### src/rtl/patch_controller.sv
// Patch controller: watches a masked trigger pattern on an observe bus and overrides
// selected control bits for a programmed hold time. Optional feature macro: PATCH_EVENT_CNT_EN.
module patch_controller #(
  parameter int OBS_W  = 10,
  parameter int CTRL_W = 11,
  parameter int CNT_W  = 8,
  parameter int CFG_W  = 16
) (
  input  logic              clk,
  input  logic              rst,
  input  logic [OBS_W-1:0]  observe_port,
  input  logic [CTRL_W-1:0] control_port_in,
  output logic [CTRL_W-1:0] control_port_out,
  input  logic              cfg_valid,
  output logic              cfg_ready,
  input  logic [2:0]        cfg_addr,
  input  logic [CFG_W-1:0]  cfg_data,
  output logic              patch_active,
  output logic              armed
`ifdef PATCH_EVENT_CNT_EN
  ,
  output logic [15:0]       patch_events
`endif
);

  localparam logic [1:0] S_IDLE  = 2'd0;
  localparam logic [1:0] S_ARMED = 2'd1;
  localparam logic [1:0] S_PATCH = 2'd2;

  localparam logic [CNT_W-1:0] ONE   = 1;
  localparam logic [CNT_W:0]   ONE_W = 1;

  logic [1:0]        state;
  logic [OBS_W-1:0]  trig_mask;
  logic [OBS_W-1:0]  trig_value;
  logic [CTRL_W-1:0] ctrl_mask;
  logic [CTRL_W-1:0] ctrl_value;
  logic [CTRL_W-1:0] act_mask;
  logic [CTRL_W-1:0] act_value;
  logic [CNT_W-1:0]  match_target;
  logic [CNT_W-1:0]  hold_cycles;
  logic [CNT_W-1:0]  match_cnt;
  logic [CNT_W-1:0]  hold_cnt;

  logic             wr_en;
  logic             arm_cmd;
  logic             disarm_cmd;
  logic             match;
  logic [CNT_W:0]   cnt_plus;
  logic [CNT_W:0]   eff_target;
  logic             target_hit;
  logic             enter_patch;
  logic             cfg_unused;

  assign cfg_ready  = ~rst;
  assign wr_en      = cfg_valid & cfg_ready;
  assign arm_cmd    = wr_en && (cfg_addr == 3'd6) && cfg_data[0];
  assign disarm_cmd = wr_en && (cfg_addr == 3'd6) && cfg_data[1];
  assign cfg_unused = ^cfg_data;

  assign match = (((observe_port ^ trig_value) & trig_mask) == '0);

  // A target of zero is treated as one so a single match always suffices.
  assign cnt_plus    = {1'b0, match_cnt} + ONE_W;
  assign eff_target  = (match_target == '0) ? ONE_W : {1'b0, match_target};
  assign target_hit  = (cnt_plus >= eff_target);
  assign enter_patch = (state == S_ARMED) && match && target_hit && !disarm_cmd;

  assign patch_active = (state == S_PATCH);
  assign armed        = (state == S_ARMED);

  assign control_port_out = (state == S_PATCH)
                          ? ((control_port_in & ~act_mask) | (act_value & act_mask))
                          : control_port_in;

  always_ff @(posedge clk) begin
    if (rst) begin
      trig_mask    <= '0;
      trig_value   <= '0;
      ctrl_mask    <= '0;
      ctrl_value   <= '0;
      match_target <= '0;
      hold_cycles  <= '0;
      act_mask     <= '0;
      act_value    <= '0;
    end else begin
      if (wr_en) begin
        case (cfg_addr)
          3'd0:    trig_mask    <= cfg_data[OBS_W-1:0];
          3'd1:    trig_value   <= cfg_data[OBS_W-1:0];
          3'd2:    ctrl_mask    <= cfg_data[CTRL_W-1:0];
          3'd3:    ctrl_value   <= cfg_data[CTRL_W-1:0];
          3'd4:    match_target <= cfg_data[CNT_W-1:0];
          3'd5:    hold_cycles  <= cfg_data[CNT_W-1:0];
          default: ;
        endcase
      end
      // Active override set is frozen while patching so mid-patch writes wait for exit.
      if (state != S_PATCH) begin
        act_mask  <= ctrl_mask;
        act_value <= ctrl_value;
      end
    end
  end

  always_ff @(posedge clk) begin
    if (rst) begin
      state     <= S_IDLE;
      match_cnt <= '0;
      hold_cnt  <= '0;
    end else if (disarm_cmd) begin
      state <= S_IDLE;
    end else begin
      case (state)
        S_IDLE: begin
          if (arm_cmd) begin
            state     <= S_ARMED;
            match_cnt <= '0;
          end
        end
        S_ARMED: begin
          if (match) begin
            match_cnt <= (&match_cnt) ? match_cnt : cnt_plus[CNT_W-1:0];
            if (target_hit) begin
              state    <= S_PATCH;
              hold_cnt <= hold_cycles;
            end
          end
        end
        S_PATCH: begin
          // A zero hold count keeps the patch applied until disarmed.
          if (hold_cnt != '0) begin
            hold_cnt <= hold_cnt - ONE;
            if (hold_cnt == ONE) state <= S_IDLE;
          end
        end
        default: state <= S_IDLE;
      endcase
    end
  end

`ifdef PATCH_EVENT_CNT_EN
  logic [15:0] event_cnt;

  always_ff @(posedge clk) begin
    if (rst)
      event_cnt <= '0;
    else if (enter_patch && (event_cnt != 16'hFFFF))
      event_cnt <= event_cnt + 16'd1;
  end

  assign patch_events = event_cnt;
`endif

endmodule

### config.mk
export PLATFORM = sky130hd
export DESIGN_NAME = patch_controller
export DESIGN_NICKNAME = d
export VERILOG_FILES = /design/src/rtl/patch_controller.sv
export SDC_FILE = /design/constraint.sdc
export NUM_CORES = 1
export LEC_CHECK = 0
export ABC_AREA = 1
export BUFFER_PORTS_ARGS = -buffer_cell sky130_fd_sc_hd__buf_2
export CAP_MARGIN = 20
export CORE_MARGIN = 3
export CORE_UTILIZATION = 30
export CTS_CLUSTER_DIAMETER = 60
export DETAILED_ROUTE_END_ITERATION = 8
export HOLD_SLACK_MARGIN = 0.08
export PLACE_DENSITY = 0.56
export SLEW_MARGIN = 20
export SYNTH_ARGS = -nofsm -noshare
export SYNTH_HDL_FRONTEND = slang
export SYNTH_SLANG_ARGS = --single-unit
### constraint.sdc
create_clock -name clk -period 2.4 [get_ports clk]
set_input_delay 0.36 -clock clk [delete_from_list [all_inputs] [get_ports clk]]
set_output_delay 0.36 -clock clk [all_outputs]
set_load 0.02 [all_outputs]
Word level (Yosys, flattened, before mapping)

Cells that the tools add are included.

ROM bits: 0
Output and inout bits: 14
Memories: 0
Bits in latches: 0
Bits in writable memories: 0
Logic and storage cells: 76
Input port bits: 43
Bits in registers: 98

Eq/ne operators: 16
Reduce and logical (&&, ||, !) cells: 21
Divide/modulo/power cells: 0
Multiplexer cells: 16
Add/sub/neg operators: 2
Order comparisons: 1
Bitwise gates (word level): 9
Multiply operators: 0
Shift operators: 0

Operators by type and width:

| cell                                                                | number |
|---|---|
| 8-bit 2-to-1 mux                                                    | 7 |
| 8-bit case mux with 2 select lines                                  | 2 |
| 11-bit bitwise AND                                                  | 2 |
| 5-bit AND reduction                                                 | 3 |
| 2-bit AND reduction                                                 | 6 |
| 11-bit 2-to-1 mux                                                   | 1 |
| 11-bit NOT                                                          | 1 |
| 11-bit OR                                                           | 1 |
| 10-bit bitwise AND                                                  | 1 |
| 10-bit logical NOT                                                  | 1 |
| 2-bit 2-to-1 mux                                                    | 5 |
| 10-bit XOR                                                          | 1 |
| 8-bit by 1-bit adder with 9-bit output (second input constant)      | 1 |
| 3-bit == test (second input constant)                               | 3 |
| 9-bit by 8-bit greater-or-equal comparator with 1-bit output        | 1 |
| 8-bit by 1-bit == test with 1-bit output (second input constant)    | 1 |
| 8-bit logical NOT                                                   | 1 |
| 2-bit by 1-bit != test with 1-bit output (second input constant)    | 4 |
| 8-bit AND reduction                                                 | 1 |
| 8-bit nonzero test                                                  | 1 |
| 8-bit by 1-bit subtractor with 8-bit output (second input constant) | 1 |
| 3-bit by 2-bit == test with 1-bit output (second input constant)    | 2 |
| 2-bit != test (second input constant)                               | 3 |
| 2-bit case mux with 3 select lines                                  | 1 |
| other kinds (10)                                                    | 14 |

Longest topological paths before layout

Depth in word-level cells: 6
Mapped depth: 19
Gate-level depth less buffers: 18

Least setup slack after synthesis

OpenSTA, ideal clock, no wires.

Path kind: reg-to-reg
Start: register match_cnt[0]
End: register hold_cnt[6]
Setup time: 0.113 ns
Setup slack: 0.342 ns
Data required time: 2.287 ns
Clock period less this slack: 2.058 ns
Path buffers: 1
Stages on the path, launching flop included: 18
Data arrival time: 1.945 ns
Cells stage by stage: dfxtp_1 -> ha_1 -> nand3_2 -> nor2_1 -> nor2_1 -> ha_1 -> nand2_1 -> inv_1 -> nand3_1 -> nand3_1 -> nand2_1 -> nand2_1 -> nand2_1 -> nand2_2 -> nand3_4 -> buf_6 -> nor2_1 -> nor2_1

Longest elaborated chain between the ends: 4

Ends and longest elaborated chain:

| element                                                      | line | RTL |
|---|---|---|
| start, declared                                              | 42   | `logic [CNT_W-1:0] match_cnt;` |
| start signal, assigned                                       | 123  | `match_cnt <= (&match_cnt) ? match_cnt : cnt_plus[CNT_W-1:0];` |
| 8-bit by 1-bit adder with 9-bit output                       | 64   | `assign cnt_plus = {1'b0, match_cnt} + ONE_W;` |
| 9-bit by 8-bit greater-or-equal comparator with 1-bit output | 66   | `assign target_hit = (cnt_plus >= eff_target);` |
| 2-bit by 1-bit != test with 1-bit output (no line)           | -    |  |
| 5-bit AND reduction (no line)                                | -    |  |
| end signal, assigned                                         | 126  | `hold_cnt <= hold_cycles;` |
| end signal, assigned                                         | 133  | `hold_cnt <= hold_cnt - ONE;` |
| end, declared                                                | 43   | `logic [CNT_W-1:0] hold_cnt;` |

Every way passes these cells.
A chain may end at the register's enable or synchronous reset.

Worst setup path after layout

Start: register state[0]
End: output port control_port_out[1]

Longest elaborated chain between the ends: 2

Ends and longest elaborated chain:

| element                | line | RTL |
|---|---|---|
| start, declared        | 33   | `logic [1:0] state;` |
| start signal, assigned | 108  | `state <= S_IDLE;` |
| start signal, assigned | 112  | `state <= S_IDLE;` |
| start signal, assigned | 117  | `state <= S_ARMED;` |
| 2-bit == test          | 72   | `assign control_port_out = (state == S_PATCH)` |
| 11-bit 2-to-1 mux      | 73   | `? ((control_port_in & ~act_mask) \| (act_value & act_mask))` |
| end, declared          | 13   | `output logic [CTRL_W-1:0] control_port_out,` |

Every way passes these cells.

==> flow_summary.json <==
{
  "status": "complete, no violations",
  "fin_worst_skew_ns": 0.00803,
  "swShare": 0.341,
  "synth_edf_count": 0,
  "peakVddDrop_uv": 364,
  "r2r_start": "match_cnt[0]$_SDFFE_PP0P_",
  "fin_crit_sh": 0.911,
  "setup_tns_ns": 0,
  "yosys_warnings": 0,
  "synth_fp_nets": 717,
  "hp-class": "input pin to flop",
  "grt.overflow.total": 0,
  "std_cell_rows": 44,
  "synth_top_area_share": 0.427,
  "netlist_top_cells_area": "dfxtp_1, nor2_1, nand2_1, o21ai_0, inv_1",
  "cts_max_path_buffers": 2,
  "crit_family": "buffers and inverters",
  "dp.cells": 882,
  "yosysUniqueCellTypes": 31,
  "tritoncts": "built",
  "crit_path_start_kind": "flop",
  "root_buffer": "clkbuf_16",
  "nets": 768,
  "postSynthRegisterBits": 98,
  "insertion_delay_ns": 0.35,
  "final_cell_mix": "nor2_1, nand2_1, dfxtp_1",
  "slowest_stage": "dfxtp_1",
  "core_um2": 14800,
  "h-tree-depth": 3,
  "grt_pass1_vias": 3767,
  "setup_viol": 0,
  "final_area_um2": 5410,
  "switchingPower_mw": 1.53,
  "intPower_mw": 2.96,
  "place_ws_ns": 0.177,
  "synth_area_um2": 4600,
  "hpwl_mm": 7.80,
  "synth_cells": 659,
  "syn_avg_cell_area_um2": 6.98,
  "period_needed_ns": 2.19,
  "pwr-share-seq": 0.415,
  "relSlewSlack": 0.672,
  "drive_above_1_share": 0.164,
  "grt_use_total": 0.143,
  "io_pins": 57,
  "critPathMaxStageDelay_ns": 0.33,
  "port_buffers": 51,
  "p_leak_nw": 2.48,
  "yosys.area.top_type": "dfxtp_1",
  "area_growth_pct": 17.6,
  "placed_area_um2": 5070,
  "p_comb_frac": 0.271,
  "die_h_um": 130,
  "ctsHoldBuffers": 0,
  "dr.pass1.iters": 5,
  "power_density_nw_per_um2": 830,
  "path_class": "flop to output port",
  "async_flop_share": 0,
  "antenna_cells": 0,
  "rsz0062_at_grt": "no",
  "finalPower_mw": 4.49,
  "hold_violations": 0,
  "grt_max_degree": 87,
  "mostFrequentLayoutCell": "nor2_1",
  "initial_core_util": 0.312,
  "dieArea_um2": 16800,
  "max_freq_ghz": 0.457,
  "die_w_um": 130,
  "drtAntennaViolNets": 0,
  "vias_per_cell": 4.55,
  "worstMarginPinSlew_ns": 0.491,
  "post-cts-setup-buffer-count": 0,
  "seq_area_frac_synth": 0.427,
  "critPathMaxFanout": 24,
  "cts.clk_slew.worst_paths_ns": 0.07,
  "drv_slew": 0,
  "clock-sinks": 98,
  "routed_wl_mm": 11.4,
  "synthFlopType": "dfxtp_1",
  "final_cells": 899,
  "drt_iter0_drc": 188,
  "crit_path_cell_trace": "inv_1 -> ha_1 -> buf_4 -> nand2_1 -> mux2_2 -> buf_2",
  "ctsResizeCount": 0,
  "crit_buf_inv": 3,
  "grt_antenna_before_repair": 0,
  "gp_congestion": 0.768,
  "arrival_ns": 1.83,
  "route.detailed.drc": 0,
  "max_cap_viol_count": 0,
  "numCtsBuffers": 9,
  "pwr-share-clk": 0.314,
  "cp-startpoint": "state[0]$_SDFFE_PP0P_",
  "end_kind": "output port",
  "grt_pass1_wl_mm": 19.0,
  "setup_ws_ns": 0.213,
  "hold_path_startpoint": "cfg_data[10]",
  "wire_per_inst_um": 12.7,
  "vias": 4089,
  "worstPathRequired_ns": 2.04,
  "fillers": 1625
}
-- per-layer routing --
metal	global-route usage	wire [um]	vias to the layer above	share of wire
met5	0	0	-	0
met4	0.0507	171	0	0.015
met3	0.0327	411	7	0.036
met2	0.211	5020	64	0.44
met1	0.203	5800	1806	0.51
li1	-	-	2212	-
-- cells by family (layout without fill, tap and decap cells) --
kind of cell             Yosys count  count (layout)  share of synthesized area
AO/OA/AOI/OAI                    129             129                      0.142
XOR/XNOR                           2               2                    0.00381
adder cells (fa/ha/maj)           15              15                     0.0408
buffers and inverters             98             153                     0.0841
flip-flops                        98              98                      0.427
multiplexers                      11              11                     0.0269
AND/OR/NAND/NOR                  306             307                      0.276
-- sequential cells by signal, summed over array words and instances, names as in the netlist --
| signal | count |
|---|---|
| act_mask | 11 |
| act_value | 11 |
| ctrl_mask | 11 |
| ctrl_value | 11 |
| hold_cnt | 8 |
| hold_cycles | 8 |
| match_cnt | 8 |
| match_target | 8 |
| state | 2 |
| trig_mask | 10 |
| trig_value | 10 |
-- worst register-to-register path, stage by stage, from the launching register on --
cell and delay [ns]:
dfxtp_4 0.37, ha_2 0.19, nand3_2 0.12, nor2_2 0.12
nor2_1 0.06, ha_1 0.29, nand2_1 0.05, inv_1 0.06
nand3_1 0.06, nand3_1 0.07, nand2_1 0.05, nand2_1 0.06
nand2_1 0.08, nand2_4 0.12, nand3_4 0.12, nor2_1 0.13
nor2_1 0.05
-- power by group through the flow --
| stage | Sequential, mW | Combinational [mW] | Clock (mW) |
|---|---|---|---|
| after floorplan | 1.88 | 0.909 | 0 |
| after global placement | 1.89 | 1.17 | 0 |
| after detailed placement | 1.90 | 1.17 | 0 |
| after CTS | 1.86 | 1.18 | 1.44 |
| after global routing | 1.88 | 1.45 | 1.52 |
| final | 1.86 | 1.22 | 1.41 |
-- stage by stage --
step	hold slack, ns	util
after global placement	0.452	0.344
final	0.260	0.366
after CTS	0.250	0.364
after floorplan	0.424	-
after global routing	0.267	0.366
after detailed placement	0.456	0.344
-- cell type report --
| cell class | instances | area [um^2] | share of cell area |
|---|---|---|---|
| sequential | 98 | 1970 | 0.364 |
| multi-input combinational | 464 | 2290 | 0.423 |
| tap | 184 | 230 | 0.0426 |
| clock buffer | 10 | 239 | 0.0442 |
| timing repair buffer | 62 | 350 | 0.0648 |
| clock inverter | 6 | 51.3 | 0.00949 |
| inverter | 75 | 282 | 0.0521 |
-- worst paths after layout --
check                                                   end  slack, ns  depth (start not counted)
worst max-delay path                    control_port_out[1]       0.21                          6
worst min-delay path            ctrl_value[10]$_SDFFE_PP0P_       0.26                          3
worst max register to register     hold_cnt[6]$_SDFFE_PP0P_       0.29                         16
worst min register to register     act_mask[1]$_SDFFE_PP0N_       0.46                          2
-- Yosys cell counts, types with 10 or more instances --
master and number:
nor2_1 160, dfxtp_1 98, nand2_1 97, o21ai_0 70, inv_1 65, a21oi_1 38
nand3_1 22, o21ai_1 19, clkbuf_1 17, ha_1 15, mux2_2 11, inv_2 10
Note: power is estimated with default switching activity, not from simulation.
